==> src/rtl/calc_cmd_sequencer.sv <==
// -----------------------------------------------------------------------------
// calc_cmd_sequencer
//
// Front-end for the calc unit. Takes one complete command (operand-1, opcode,
// operand-2) per valid/ready handshake and serialises it into calc's
// single-word validIn/dataIn pulse protocol. It then waits out calc's latency,
// samples calc's dataOut and returns the result on a valid/ready response
// channel. Only one command is in flight at a time.
//
// Parameters
//   GAP_CYCLES  : idle cycles after each word pulse (1..255)
//   RESULT_WAIT : extra cycles after the final gap before sampling (0..255)
//
// Ports
//   clk          system clock, rising edge
//   rst          asynchronous, active-low reset
//   cmd_valid    command present
//   cmd_ready    block can accept a command (FSM idle)
//   cmd_op1      operand-1
//   cmd_opcode   0=ADD 1=MUL 2=SQUARE 3=INC, 4..7 reserved
//   cmd_op2      operand-2, ignored for unary opcodes
//   calc_valid   drives calc validIn, one-cycle pulse per word
//   calc_data    drives calc dataIn
//   calc_result  calc dataOut
//   rsp_valid    response present
//   rsp_ready    consumer accepts response
//   rsp_data     sampled calc result (0 for a reserved opcode)
//   rsp_err      command carried a reserved opcode
//   busy         FSM not idle (includes the response phase)
//   rsp_cnt      completed-response counter, wraps at 256
// -----------------------------------------------------------------------------
module calc_cmd_sequencer #(
    parameter int GAP_CYCLES  = 1,
    parameter int RESULT_WAIT = 1
) (
    input  logic        clk,
    input  logic        rst,
    input  logic        cmd_valid,
    output logic        cmd_ready,
    input  logic [15:0] cmd_op1,
    input  logic [2:0]  cmd_opcode,
    input  logic [15:0] cmd_op2,
    output logic        calc_valid,
    output logic [15:0] calc_data,
    input  logic [15:0] calc_result,
    output logic        rsp_valid,
    input  logic        rsp_ready,
    output logic [15:0] rsp_data,
    output logic        rsp_err,
    output logic        busy,
    output logic [7:0]  rsp_cnt
);

    typedef enum logic [3:0] {
        S_IDLE,
        S_OP1,
        S_GAP1,
        S_OPC,
        S_GAP2,
        S_OP2,
        S_GAP3,
        S_WAIT,
        S_RESP
    } state_t;

    // Down-counter reload values: a phase of N cycles loads N-1 and exits at 0.
    // WAIT_LOAD is never used when RESULT_WAIT is 0 (WAIT is skipped).
    localparam logic [7:0] GAP_LOAD  = 8'(GAP_CYCLES - 1);
    localparam logic [7:0] WAIT_LOAD = 8'(RESULT_WAIT - 1);

    // Opcodes 4..7 are reserved; 2 and 3 are unary (no operand-2 word).
    function automatic logic is_reserved(input logic [2:0] op);
        return op[2];
    endfunction

    function automatic logic is_unary(input logic [2:0] op);
        return op[1];
    endfunction

    state_t      state_q, state_d;
    logic [7:0]  cnt_q, cnt_d;
    logic        calc_valid_q, calc_valid_d;
    logic [15:0] calc_data_q, calc_data_d;
    logic        rsp_valid_q, rsp_valid_d;
    logic [15:0] rsp_data_q, rsp_data_d;
    logic        rsp_err_q, rsp_err_d;
    logic [7:0]  rsp_cnt_q, rsp_cnt_d;

    // Command fields that are needed after the accept edge.
    logic [2:0]  opc_q;
    logic [15:0] op2_q;

    logic accept;
    logic go_result;

    assign accept = cmd_valid && (state_q == S_IDLE);

    // -------------------------------------------------------------------------
    // Command capture (data only, no reset needed)
    // -------------------------------------------------------------------------
    always_ff @(posedge clk) begin
        if (accept) begin
            opc_q <= cmd_opcode;
            op2_q <= cmd_op2;
        end
    end

    // -------------------------------------------------------------------------
    // State and output registers
    // -------------------------------------------------------------------------
    always_ff @(posedge clk or negedge rst) begin
        if (!rst) begin
            state_q      <= S_IDLE;
            cnt_q        <= 8'd0;
            calc_valid_q <= 1'b0;
            calc_data_q  <= 16'd0;
            rsp_valid_q  <= 1'b0;
            rsp_data_q   <= 16'd0;
            rsp_err_q    <= 1'b0;
            rsp_cnt_q    <= 8'd0;
        end else begin
            state_q      <= state_d;
            cnt_q        <= cnt_d;
            calc_valid_q <= calc_valid_d;
            calc_data_q  <= calc_data_d;
            rsp_valid_q  <= rsp_valid_d;
            rsp_data_q   <= rsp_data_d;
            rsp_err_q    <= rsp_err_d;
            rsp_cnt_q    <= rsp_cnt_d;
        end
    end

    // -------------------------------------------------------------------------
    // Next-state and registered-output logic
    // -------------------------------------------------------------------------
    always_comb begin
        state_d      = state_q;
        cnt_d        = cnt_q;
        calc_valid_d = 1'b0;
        calc_data_d  = calc_data_q;
        rsp_valid_d  = rsp_valid_q;
        rsp_data_d   = rsp_data_q;
        rsp_err_d    = rsp_err_q;
        rsp_cnt_d    = rsp_cnt_q;
        go_result    = 1'b0;

        case (state_q)
            S_IDLE: begin
                if (cmd_valid) begin
                    if (is_reserved(cmd_opcode)) begin
                        // Never touches calc: answer with an error response.
                        state_d     = S_RESP;
                        rsp_valid_d = 1'b1;
                        rsp_data_d  = 16'd0;
                        rsp_err_d   = 1'b1;
                    end else begin
                        // op1 goes out straight from the port on the accept edge.
                        state_d      = S_OP1;
                        calc_valid_d = 1'b1;
                        calc_data_d  = cmd_op1;
                    end
                end
            end

            S_OP1: begin
                state_d = S_GAP1;
                cnt_d   = GAP_LOAD;
            end

            S_GAP1: begin
                if (cnt_q == 8'd0) begin
                    state_d      = S_OPC;
                    calc_valid_d = 1'b1;
                    calc_data_d  = {13'd0, opc_q};
                end else begin
                    cnt_d = cnt_q - 8'd1;
                end
            end

            S_OPC: begin
                state_d = S_GAP2;
                cnt_d   = GAP_LOAD;
            end

            S_GAP2: begin
                if (cnt_q == 8'd0) begin
                    if (is_unary(opc_q)) begin
                        go_result = 1'b1;
                    end else begin
                        state_d      = S_OP2;
                        calc_valid_d = 1'b1;
                        calc_data_d  = op2_q;
                    end
                end else begin
                    cnt_d = cnt_q - 8'd1;
                end
            end

            S_OP2: begin
                state_d = S_GAP3;
                cnt_d   = GAP_LOAD;
            end

            S_GAP3: begin
                if (cnt_q == 8'd0) begin
                    go_result = 1'b1;
                end else begin
                    cnt_d = cnt_q - 8'd1;
                end
            end

            S_WAIT: begin
                if (cnt_q == 8'd0) begin
                    state_d     = S_RESP;
                    rsp_valid_d = 1'b1;
                    rsp_data_d  = calc_result;
                    rsp_err_d   = 1'b0;
                end else begin
                    cnt_d = cnt_q - 8'd1;
                end
            end

            S_RESP: begin
                if (rsp_ready) begin
                    state_d     = S_IDLE;
                    rsp_valid_d = 1'b0;
                    rsp_cnt_d   = rsp_cnt_q + 8'd1;
                    calc_data_d = 16'd0;
                end
            end

            default: begin
                state_d = S_IDLE;
            end
        endcase

        // Last gap finished: either wait for calc or, with no extra wait,
        // sample its result on this same edge.
        if (go_result) begin
            if (RESULT_WAIT == 0) begin
                state_d     = S_RESP;
                rsp_valid_d = 1'b1;
                rsp_data_d  = calc_result;
                rsp_err_d   = 1'b0;
            end else begin
                state_d = S_WAIT;
                cnt_d   = WAIT_LOAD;
            end
        end
    end

    assign cmd_ready  = (state_q == S_IDLE);
    assign busy       = (state_q != S_IDLE);
    assign calc_valid = calc_valid_q;
    assign calc_data  = calc_data_q;
    assign rsp_valid  = rsp_valid_q;
    assign rsp_data   = rsp_data_q;
    assign rsp_err    = rsp_err_q;
    assign rsp_cnt    = rsp_cnt_q;

endmodule

==> config.mk <==
export PLATFORM = sky130hd
export DESIGN_NAME = calc_cmd_sequencer
export DESIGN_NICKNAME = d
export VERILOG_FILES = /design/src/rtl/calc_cmd_sequencer.sv
export SDC_FILE = /design/constraint.sdc
export NUM_CORES = 1
export LEC_CHECK = 0
export CORE_ASPECT_RATIO = 1.1
export CORE_MARGIN = 2
export CORE_UTILIZATION = 30
export DETAILED_ROUTE_END_ITERATION = 12
export GPL_TIMING_DRIVEN = 0
export MAX_ROUTING_LAYER = met4
export SLEW_MARGIN = 15
export SYNTH_ARGS = -nofsm -noshare
export SYNTH_HDL_FRONTEND = slang
export SYNTH_SLANG_ARGS = --single-unit
==> constraint.sdc <==
create_clock -name clk -period 6.4 [get_ports clk]
set_clock_uncertainty 0.05 [all_clocks]
set_input_delay 1.28 -clock clk [delete_from_list [all_inputs] [get_ports clk]]
set_output_delay 1.28 -clock clk [all_outputs]
set_load 0.01 [all_outputs]
==> key figures <==
Finish
  • Antenna diodes: 0
  • Area growth, synth to finish: 45.34%
  • Layout cell share with drive strength beyond 1: 13.08%
  • Fillers: 1028
  • Nets: 419

STA
  • Final hold slack: 0.4242 ns
  • TNS Setup: 0 ns
  • Fin crit period: 3.765 ns
  • Period utilisation layout: 58.83%
  • RSZ-0062 raised after global routing: no
  • Hold Violations, Final: 0
  • Achievable Freq: 0.2656 GHz
  • Pins Over Slew Limit: 0
  • Final setup fails: 0
  • Max_slew headroom: 37.03%
  • Worst Tran Pin Value: 0.9299 ns

Logic synthesis
  • Avg Inst Size Synth: 13.00 um2
  • Register area share after synthesis: 59.43%
  • Top cell type's share of synthesized area: 42.02%
  • Ys async rst share: 74.32%
  • Cell taking the most area after synthesis: dfrtp_1
  • Number of enable flip-flop cells after synthesis: 19
  • Syn_nets: 309
  • Ys flop type: dfrtp_1
  • Synth cell types: 47
  • Area contributors post-synth: dfrtp_1 (42%), edfxtp_1 (17%), a22o_1 (7.8%), mux2_4 (4.6%), mux2_2 (2.4%)
  • Count of state elements after synthesis: 74
  • Netlist Area Pre-Place: 3276 um2
  • Yosys synthesis warning count: 0
  • Mapped Cells: 252

Worst hold path
  • Worst Hold Class: reg -> reg
  • Hold_sp: rsp_cnt[7]
  • Hold path depth: 1

Drt
  • Met1 wire length: 3584 um
  • Final WL: 7897 um
  • Initial drt markers: 142
  • Vias per inst: 4.911
  • Post-route DRC: 0
  • Max layer used: met4
  • Met2 WL post-DR: 3804 um
  • WL/cell: 15.36 um
  • Vias after detailed routing: 2524
  • ANT nets after route: 0
  • Met3 wire len: 424 um
  • First-pass iteration count of the detailed router: 4

Setup path
  • Slowest-stage cell, CP: nor4_1
  • Slowest stage delay, CP: 0.79 ns
  • Worst path cell trace: clkbuf_1, nor4_1, clkdlybuf4s50_1
  • WP data required: 5.07 ns
  • Worst path arrival time: 2.44 ns
  • Reg2reg setup slack: 3.39 ns
  • Crit. End Element: primary output
  • RR Startpoint: cnt_q[0]
  • Worst reg2reg path depth: 8
  • Worst setup path startpoint: state_q[0]
  • Critical path peak fanout: 10
  • Worst setup SP type: flop
  • Crit path kind: reg -> out

Clock tree
  • Sink Count: 74
  • Clock buffer count from CTS: 9
  • Cts hold-fix bufs: 0
  • Cts repair resizes: 0
  • Reg clk slew, reported paths: 0.06 ns
  • Clk buf depth: 2
  • TritonCTS clock tree: done
  • Root Buffer: clkbuf_16
  • Clk_lat worst skew: 0.33 ns
  • H-tree depth: 3
  • Post-CTS Repair Setup Buffers: 0

Run status
  • Status: completed

Placement
  • Final HPWL DP: 5656 um
  • GPL Wtd Cong: 0.8802
  • IO buf count: 99

Global route
  • Pin count of the biggest net entering global routing: 56
  • GRT overflow: 0
  • Vias in the first global route: 2534
  • First-pass GRT wire length: 12880 um
  • Total GRT Usage: 14.25%
  • Initial antenna violation count: 0

Power
  • VDD IR max: 0.0001799 V
  • Power density over the cells: 478.7 nW/um2
  • Pleak: 1.975 nW
  • Overall power: 2.279 mW

Floorplan
  • Rows: 40
  • Core area: 10760 um2
  • Starting Density: 30.44%
  • Die Area: 11770 um2
  • Die width: 103.6 um
  • Die height: 113.6 um
  • Top-level port count: 100

Run
  • MaxCap Viol Count: 0
per-layer routing:
metal / vias to the layer above / GRT usage [%]
li1: 1182 / -
met2: 86 / 23.09
met3: 8 / 3.714
met1: 1248 / 17.55
met5: - / -
met4: 0 / 4.685
sequential cells by signal, indices dropped and copies added (netlist names), 3 cells and up:
name       flops
state_q        4
rsp_data      16
op2_q         16
cnt_q          8
opc_q          3
calc_data     16
rsp_cnt        8
path summary, 6_finish.rpt:
kind                                 to
max                           cmd_ready
min                          rsp_cnt[7]
max reg2reg                rsp_data[15]
min reg2reg                  rsp_cnt[7]
max in group asynchronous  calc_data[4]
min in group asynchronous   rsp_data[3]
area by class of cell:
class	count	area, um2	share of cell area (%)
Timing Repair Buffer	99	988.4	20.76
Clock inverter	5	58.81	1.235
Buffer	14	71.32	1.498
Sequential cell	74	1947	40.89
Multi-Input combinational cell	154	1220	25.62
Clock buffer	11	254.0	5.335
Tap cell	147	183.9	3.863
Inverter	10	37.54	0.7884
synthesized netlist by cell type, types with 3 or more instances:
cell / n
dfrtp_1: 55
a22o_1: 29
edfxtp_1: 19
clkbuf_1: 12
nor2_1: 11
inv_1: 10
mux2_4: 10
a21oi_1: 8
a31oi_1: 7
mux2_2: 7
nand2_1: 7
o21ai_0: 7
nand3_1: 6
nor3_1: 5
xnor2_1: 5
nand4_1: 4
nor2b_1: 4
a22oi_1: 3
o2bb2ai_1: 3
or2_2: 3
kinds of logic after synthesis:
kind of cell / count (synthesis) / share of synthesized area [%]
fa+ha+maj: 2 / 0.7638
compound gates: 70 / 16.42
mux: 18 / 7.296
flops: 74 / 59.43
buf+inv: 24 / 3.323
xor+xnor: 7 / 1.872
simple gates: 57 / 10.89
critical path, delay by kind of cell, from the launching register on:
kind	cells	cell delay [ns]
simple gates	1	0.79
flops	1	0.42
buf+inv	2	0.90
power by group:
group / internal, mW / switching, mW / total (mW)
clock network: 0.328 / 0.199 / 0.527
logic: 0.557 / 0.481 / 1.04
registers: 0.635 / 0.0791 / 0.714
total: 1.52 / 0.759 / 2.28
layout by cell type (no fill, tap or decap), types with 6 or more instances in the layout:
cell type,instances
a21oi_1,8
a31oi_1,7
nor2_1,11
edfxtp_1,19
inv_1,10
mux2_2,7
clkbuf_16,10
clkdlybuf4s50_1,98
nand2_1,7
dfrtp_1,55
a22o_1,29
o21ai_0,7
clkbuf_1,13
mux2_4,10
nand3_1,6
per-stage QoR:
stage,utilization [%],setup slack [ns],area (um2),std cells
floorplan,-,3.651,3276,252
global placement,41.36,2.121,4451,498
detailed placement,41.34,2.950,4448,498
CTS,44.24,2.661,4761,514
global route,44.24,2.499,4761,514
finish,44.24,2.635,4761,514
(Power assumes the default switching activity.)
